## src/rtl/core_mul_pkg.sv

```systemverilog
// Shared multiplier control encodings, used by both the operand-conditioning
// stage and the output-conditioning stage.
package core_mul_pkg;

    typedef logic [1:0] mul_ctrl_t;

    localparam mul_ctrl_t MUL    = 2'b00;
    localparam mul_ctrl_t MULH   = 2'b01;
    localparam mul_ctrl_t MULHSU = 2'b10;
    localparam mul_ctrl_t MULHU  = 2'b11;
    localparam mul_ctrl_t MULW   = 2'b00;

endpackage

```

## src/rtl/core_mul_out_neg.sv

```systemverilog
// Conditional two's-complement negate; the carry out of the increment is dropped.
module core_mul_out_neg #(
    parameter int W = 128
) (
    input  logic         i_neg,
    input  logic [W-1:0] i_val,
    output logic [W-1:0] o_val
);

    always_comb begin
        o_val = i_val;
        if (i_neg) begin
            o_val = ~i_val + {{(W-1){1'b0}}, 1'b1};
        end
    end

endmodule

```

## src/rtl/core_mul_out.sv

```systemverilog
// Multiplier output conditioning: restores the product sign, selects the
// low/high/word result and delivers it through a 2-stage valid/ready pipeline.
module core_mul_out
    import core_mul_pkg::*;
#(
    parameter int XLEN = 64
) (
    input  logic              i_clk,
    input  logic              i_rst_n,
    input  logic              i_mul_out_flush,
    input  logic              i_mul_out_valid,
    output logic              o_mul_out_ready,
    input  logic [2*XLEN-1:0] i_mul_out_product,
    input  logic [1:0]        i_mul_out_control,
    input  logic              i_mul_out_isword,
    input  logic              i_mul_out_srcA_sign,
    input  logic              i_mul_out_srcB_sign,
    output logic              o_mul_out_valid,
    input  logic              i_mul_out_ready,
    output logic [XLEN-1:0]   o_mul_out_result
);

    localparam int PW = 2 * XLEN;
    localparam int HW = XLEN / 2;

    logic              s1_valid_q,   s1_valid_d;
    logic [PW-1:0]     s1_product_q, s1_product_d;
    mul_ctrl_t         s1_ctrl_q,    s1_ctrl_d;
    logic              s1_isword_q,  s1_isword_d;
    logic              s1_neg_q,     s1_neg_d;
    logic              s2_valid_q,   s2_valid_d;
    logic [XLEN-1:0]   s2_result_q,  s2_result_d;

    logic              s2_adv;
    logic              accept;
    logic              neg_in;
    logic [PW-1:0]     full;
    logic [XLEN-1:0]   sel_result;

    assign s2_adv          = s1_valid_q & (~s2_valid_q | i_mul_out_ready);
    assign o_mul_out_ready = ~s1_valid_q | s2_adv;
    // A flush wins over an accept presented in the same cycle.
    assign accept          = i_mul_out_valid & o_mul_out_ready & ~i_mul_out_flush;

    // Word ops with a non-MULW control collapse to plain MULW without negation.
    always_comb begin
        neg_in = 1'b0;
        if (i_mul_out_isword) begin
            if (mul_ctrl_t'(i_mul_out_control) == MULW) begin
                neg_in = i_mul_out_srcA_sign ^ i_mul_out_srcB_sign;
            end
        end else begin
            case (mul_ctrl_t'(i_mul_out_control))
                MUL, MULH: neg_in = i_mul_out_srcA_sign ^ i_mul_out_srcB_sign;
                MULHSU:    neg_in = i_mul_out_srcA_sign;
                default:   neg_in = 1'b0;
            endcase
        end
    end

    core_mul_out_neg #(
        .W (PW)
    ) u_neg (
        .i_neg (s1_neg_q),
        .i_val (s1_product_q),
        .o_val (full)
    );

    always_comb begin
        if (s1_isword_q) begin
            sel_result = {{(XLEN-HW){full[HW-1]}}, full[HW-1:0]};
        end else if (s1_ctrl_q == MUL) begin
            sel_result = full[XLEN-1:0];
        end else begin
            sel_result = full[PW-1:XLEN];
        end
    end

    always_comb begin
        s1_valid_d   = s1_valid_q;
        s1_product_d = s1_product_q;
        s1_ctrl_d    = s1_ctrl_q;
        s1_isword_d  = s1_isword_q;
        s1_neg_d     = s1_neg_q;
        s2_valid_d   = s2_valid_q;
        s2_result_d  = s2_result_q;

        if (i_mul_out_flush) begin
            s1_valid_d = 1'b0;
        end else if (accept) begin
            s1_valid_d = 1'b1;
        end else if (s2_adv) begin
            s1_valid_d = 1'b0;
        end

        if (accept) begin
            s1_product_d = i_mul_out_product;
            s1_ctrl_d    = mul_ctrl_t'(i_mul_out_control);
            s1_isword_d  = i_mul_out_isword;
            s1_neg_d     = neg_in;
        end

        if (i_mul_out_flush) begin
            s2_valid_d = 1'b0;
        end else if (s2_adv) begin
            s2_valid_d = 1'b1;
        end else if (i_mul_out_ready) begin
            s2_valid_d = 1'b0;
        end

        if (s2_adv && !i_mul_out_flush) begin
            s2_result_d = sel_result;
        end
    end

    always_ff @(posedge i_clk or negedge i_rst_n) begin
        if (!i_rst_n) begin
            s1_valid_q   <= 1'b0;
            s1_product_q <= '0;
            s1_ctrl_q    <= MUL;
            s1_isword_q  <= 1'b0;
            s1_neg_q     <= 1'b0;
            s2_valid_q   <= 1'b0;
            s2_result_q  <= '0;
        end else begin
            s1_valid_q   <= s1_valid_d;
            s1_product_q <= s1_product_d;
            s1_ctrl_q    <= s1_ctrl_d;
            s1_isword_q  <= s1_isword_d;
            s1_neg_q     <= s1_neg_d;
            s2_valid_q   <= s2_valid_d;
            s2_result_q  <= s2_result_d;
        end
    end

    assign o_mul_out_valid  = s2_valid_q;
    assign o_mul_out_result = s2_result_q;

endmodule

```

## config.mk

```make
export PLATFORM = sky130hd
export DESIGN_NAME = core_mul_out
export DESIGN_NICKNAME = d
export VERILOG_FILES = /design/src/rtl/core_mul_pkg.sv /design/src/rtl/core_mul_out_neg.sv /design/src/rtl/core_mul_out.sv
export SDC_FILE = /design/constraint.sdc
export NUM_CORES = 1
export LEC_CHECK = 0
export CORE_ASPECT_RATIO = 1.5
export CORE_MARGIN = 8
export CORE_UTILIZATION = 45
export CTS_BUF_LIST = sky130_fd_sc_hd__clkbuf_8
export DETAILED_ROUTE_END_ITERATION = 10
export GPL_TIMING_DRIVEN = 0
export HOLD_SLACK_MARGIN = 0.03
export PLACE_DENSITY = 0.8
export SLEW_MARGIN = 20
export SYNTH_ARGS = -nofsm -noshare
export SYNTH_HDL_FRONTEND = slang
export SYNTH_SLANG_ARGS = --single-unit
export TNS_END_PERCENT = 5
```

## constraint.sdc

```tcl
create_clock -name i_clk -period 4.2 [get_ports i_clk]
set_input_delay 0.84 -clock i_clk [delete_from_list [all_inputs] [get_ports i_clk]]
set_output_delay 0.84 -clock i_clk [all_outputs]
set_load 0.1 [all_outputs]
```

Word-level counts from Yosys, hierarchy flattened
Cells that the tools add are included.
Word-level totals
  flip-flop bits (word level): 198
  output and inout port bits: 66
  bits of input ports: 138
Operators by class
  equal/unequal tests: 2
  add/subtract/negate cells: 1
  multiplexer cells: 12
  bitwise logic cells: 10
  reductions and logical operators: 7
Operators by type and width (count)
  adder 128 x 1 -> 128 bit, second input constant: 1
  two-way mux 128 bit: 1
  two-way mux 64 bit: 2
  inverter 128 bit: 1
  two-way mux 1 bit: 8
  nonzero test 3 bit: 2
  zero test 2 bit: 2
  AND 1 bit: 3
  inverter 1 bit: 3
  == test 2 x 1 -> 1 bit, second input constant: 1
  == test 2 bit, second input constant: 1
  bitwise OR 1 bit: 2
  case mux 1 bit (2 select lines): 1
  OR reduction 2 bit: 1
  logical AND 1 bit: 1
  zero test 1 bit: 1
  bitwise XOR 1 bit: 1

Longest topological paths before layout
  depth in word-level cells: 8
  gate-level depth with buffers: 10
  depth with buffers taken out: 9

Cells and area by module
Synthesis repeated with hierarchy kept, for this count alone.
Second synthesis, totals
  cells, all modules: 1110
  area total of the unflattened synthesis: 11908.9 µm²
By module, submodules not included
  core_mul_out: cells each 590, area an instance 8603.3 µm², instances 1
  core_mul_out_neg: cells each 520, area an instance 3305.7 µm², instances 1

Least setup slack after synthesis
Ideal clock, no wire load.
  path kind: reg2reg
  from: reg s2_valid_q, in the netlist o_mul_out_valid
  to: reg s1_product_q[24]
  slack: 0.759 ns
  cell stages (with the launch flop): 7
  period minus slack after synthesis: 3.441 ns
  arrival: 3.317 ns
  setup time: 0.125 ns
  buffers on the path: 2
  required time: 4.075 ns
  cell sequence: dfrtp_1 nor2b_1 nand2_1 nand3b_1 clkbuf_1 clkbuf_1 mux2_2
On the way
  longest elaborated chain between the ends: 6
Ends and longest elaborated chain
  start: declaration: RTL line core_mul_out.sv:31  | logic s2_valid_q, s2_valid_d;
  start signal: assignment: RTL line core_mul_out.sv:131  | s2_valid_q <= s2_valid_d;
  inverter 1 bit: RTL line core_mul_out.sv:40  | assign s2_adv = s1_valid_q & (~s2_valid_q | i_mul_out_ready);
  bitwise OR 1 bit: RTL line core_mul_out.sv:40
  AND 1 bit: RTL line core_mul_out.sv:40
  bitwise OR 1 bit: RTL line core_mul_out.sv:41  | assign o_mul_out_ready = ~s1_valid_q | s2_adv;
  named net o_mul_out_ready: RTL line core_mul_out.sv:12  | output logic o_mul_out_ready,
  AND 1 bit (2 in a row): RTL line core_mul_out.sv:43  | assign accept = i_mul_out_valid & o_mul_out_ready & ~i_mul_out_flush;
  end signal: assignment: RTL line core_mul_out.sv:127  | s1_product_q <= s1_product_d;
  end: declaration: RTL line core_mul_out.sv:27  | logic [PW-1:0] s1_product_q, s1_product_d;
The timed path passes the listed nets, and every way through them passes these cells.
A chain may end at the register's enable or synchronous reset.

Worst setup path after layout
  from: reg s1_neg_q
  to: reg s2_result_q[1], in the netlist o_mul_out_result[1]
On the way
  longest elaborated chain between the ends: 3
Ends and longest elaborated chain
  start: declaration: RTL line core_mul_out.sv:30  | logic s1_neg_q, s1_neg_d;
  start signal: assignment: RTL line core_mul_out.sv:130  | s1_neg_q <= s1_neg_d;
  two-way mux 128 bit (*): RTL line core_mul_out_neg.sv:12  | if (i_neg) begin
  two-way mux 64 bit: RTL line core_mul_out.sv:72  | end else if (s1_ctrl_q == MUL) begin
  two-way mux 64 bit (*): RTL line core_mul_out.sv:70  | if (s1_isword_q) begin
  end signal: assignment: RTL line core_mul_out.sv:132  | s2_result_q <= s2_result_d;
  end: declaration: RTL line core_mul_out.sv:32  | logic [XLEN-1:0] s2_result_q, s2_result_d;
Every way passes the cells marked *; elsewhere a longest branch is shown, timed or not.

==> reports/metrics.yaml <==
status: "complete, no violations"
cts_buffers: 17
grt_max_degree: 98
synthesis.area_um2: 11790
die_w_um: 148.2
synth-async-reset-ratio: 1.000
layoutNonFillerInstCount: 1777
grt_use_total: 0.3480
clk_latency_ps: 550
maxSlewHeadroom: 0.2159
syn_nets: 1345
layout_common_cells: "202 x clkdlybuf4s50_1, 198 x dfrtp_1, 135 x mux2_2"
ctsHoldBuffers: 0
h-tree-depth: 4
worst_slew_pin_slew_ps: 1168
gp_congestion: 1.018
rsz0062_at_grt: "no"
maxCapViolCount: 0
timing_hold_violations_final: 0
drive_gt1_frac: 0.1366
required_ps: 4580
port_buffers: 203
timing.hold.ws_ps: 93.08
dp_hpwl_mm: 41.96
area_growth_pct: 24.86
routed_wl_mm: 54.90
antenna_found_initial: 0
dieHeight_um: 214.2
crit_fanout: 10
ys_types: 78
clockRootBuffer: "clkbuf_8"
design.core.area_um2: 25760
timing.final.crit_share: 0.9876
start_kind: "flop"
drv_slew: 0
dr_total_vias: 11744
rows: 72
setup_viol: 0
fin_nets: 1569
dpl_cell_area_um2: 14300
die_area_um2: 31740
cts_resized: 0
ys_warn_count: 0
synth_edf_count: 0
overflow: 0
cts_tree: "yes"
ys_seq_elements: 198
hold_path.class: "in -> async"
first_iter_violations: 1422
arrival_ps: 4530
mostFrequentLayoutCell: "clkdlybuf4s50_1"
dr.pass1.iters: 5
cts.sinks: 198
vias_per_cell: 6.609
synth_ff_type: "dfrtp_1"
skew_ps: 25.28
crit_path_end_kind: "flop"
p_per_area_nw_per_um2: 545.2
power.leakage_nw: 5.487
cts_setup_buffers: 0
ant_nets: 0
criticalPathCategory: "reg -> reg"
grt_pass1_wl_mm: 80.99
timing.fmax_mhz: 241.1
synthCells: 1206
io_pins: 204
grt_pass1_vias: 11945
place_inst: 1744
initial_utilization: 0.4576
clk_pin_slew_worst_paths_ps: 110
syn_avg_cell_area_um2: 9.775
yosysSeqAreaShare: 0.4203
stdcell_area_um2: 14720
peakVddDrop_mv: 0.3945
drc_errors: 0
post-route-min-period_ps: 4148
post_drt_wl_per_cell_um: 30.89
clk_path_buf_depth: 2
## flip-flops by register name, indices dropped and copies added, names as in the netlist
| name | cells |
|---|---|
| o_mul_out_result | 64 |
| o_mul_out_valid | 1 |
| s1_ctrl_q | 2 |
| s1_isword_q | 1 |
| s1_neg_q | 1 |
| s1_product_q | 128 |
| s1_valid_q | 1 |
## worst max-delay path, stage by stage (launching register included)
cell	delay, ps
dfrtp_1	340
clkbuf_1	710
clkbuf_1	520
clkbuf_1	860
clkbuf_1	890
o22ai_1	140
a21oi_1	400
o21ai_0	120
## Yosys cell counts (10+ instances only)
| master | number | area [µm²] |
|---|---|---|
| a21oi_1 | 42 | 210.2 |
| a31oi_1 | 10 | 62.56 |
| nor2_1 | 100 | 375.4 |
| or4_1 | 31 | 232.7 |
| clkbuf_1 | 67 | 251.5 |
| mux2i_1 | 15 | 150.1 |
| o22ai_1 | 11 | 68.82 |
| nor4_1 | 37 | 231.5 |
| o41ai_1 | 23 | 201.4 |
| o21ai_0 | 66 | 330.3 |
| xor2_1 | 37 | 324.1 |
| o31ai_1 | 26 | 195.2 |
| nor3_1 | 37 | 185.2 |
| nand4_1 | 16 | 100.1 |
| xnor2_1 | 40 | 350.3 |
| nand3_1 | 29 | 145.1 |
| or3_1 | 34 | 212.7 |
| dfrtp_1 | 198 | 4955 |
| o211ai_1 | 12 | 90.09 |
| nand2_1 | 95 | 356.6 |
| mux2_2 | 135 | 1520 |
## per-stage QoR
stage          total power [mW]  utilization  setup slack, ps  TNS (ps)
2_1_floorplan             5.283            -            758.5         0
3_3_place_gp              6.586       0.5526            -5989  -1180090
3_5_place_dp              6.627       0.5550           -69.09    -259.7
4_1_cts                   7.963       0.5711            341.0         0
5_1_grt                   8.275       0.5711            43.12         0
6_report                  8.024       0.5713            52.23         0
## logic make-up (layout without fill, tap and decap cells)
family | after synthesis | after routing | synth area share
AND/OR/NAND/NOR | 437 | 437 | 0.2002
other | 0 | 2 | 0
XOR/XNOR | 77 | 77 | 0.05721
buffers and inverters | 80 | 316 | 0.02653
adder cells (fa/ha/maj) | 1 | 1 | 0.001061
AO/OA/AOI/OAI | 262 | 262 | 0.1518
flip-flops | 198 | 198 | 0.4203
multiplexers | 151 | 151 | 0.1430
## final timing paths
check	startpoint	to	slack, ps	cells past startpoint
hold / removal	i_rst_n	s1_product_q[47]$_DFFE_PN0P_	90	1
hold reg to reg	o_mul_out_result[4]$_DFFE_PN0P_	o_mul_out_result[4]$_DFFE_PN0P_	490	2
setup / recovery	s1_neg_q$_DFFE_PN0P_	o_mul_out_result[1]$_DFFE_PN0P_	50	7
setup reg to reg	s1_neg_q$_DFFE_PN0P_	o_mul_out_result[1]$_DFFE_PN0P_	50	7
max in group asynchronous	i_rst_n	o_mul_out_result[17]$_DFFE_PN0P_	3380	2
min in group i_clk	o_mul_out_result[4]$_DFFE_PN0P_	o_mul_out_result[4]$_DFFE_PN0P_	490	2
## report_power, final
part	switching [mW]	internal, mW	total [mW]
clock	0.737	0.617	1.35
sequential	0.540	2.31	2.85
combinational	2.73	1.10	3.82
## area by class of cell
cell class,instances,area (µm²)
flip-flops and latches,198,4955
well taps,333,416.7
plain buffers,74,290.3
multi-input cells,928,6524
diodes,2,5.005
clock inverters,12,152.6
inverters,6,22.52
repair buffers,205,2092
fillers,2317,11050
clock buffers,19,261.5
## routing by layer
metal / global-route usage / up-vias / wire length [µm]
met3: 0.08258 / 141 / 5408
met1: 0.4300 / 5859 / 20600
met5: 0 / - / 0
li1: - / 5000 / -
met2: 0.5547 / 744 / 26160
met4: 0.1774 / 0 / 2735
Power figures use the tool's default switching activity.
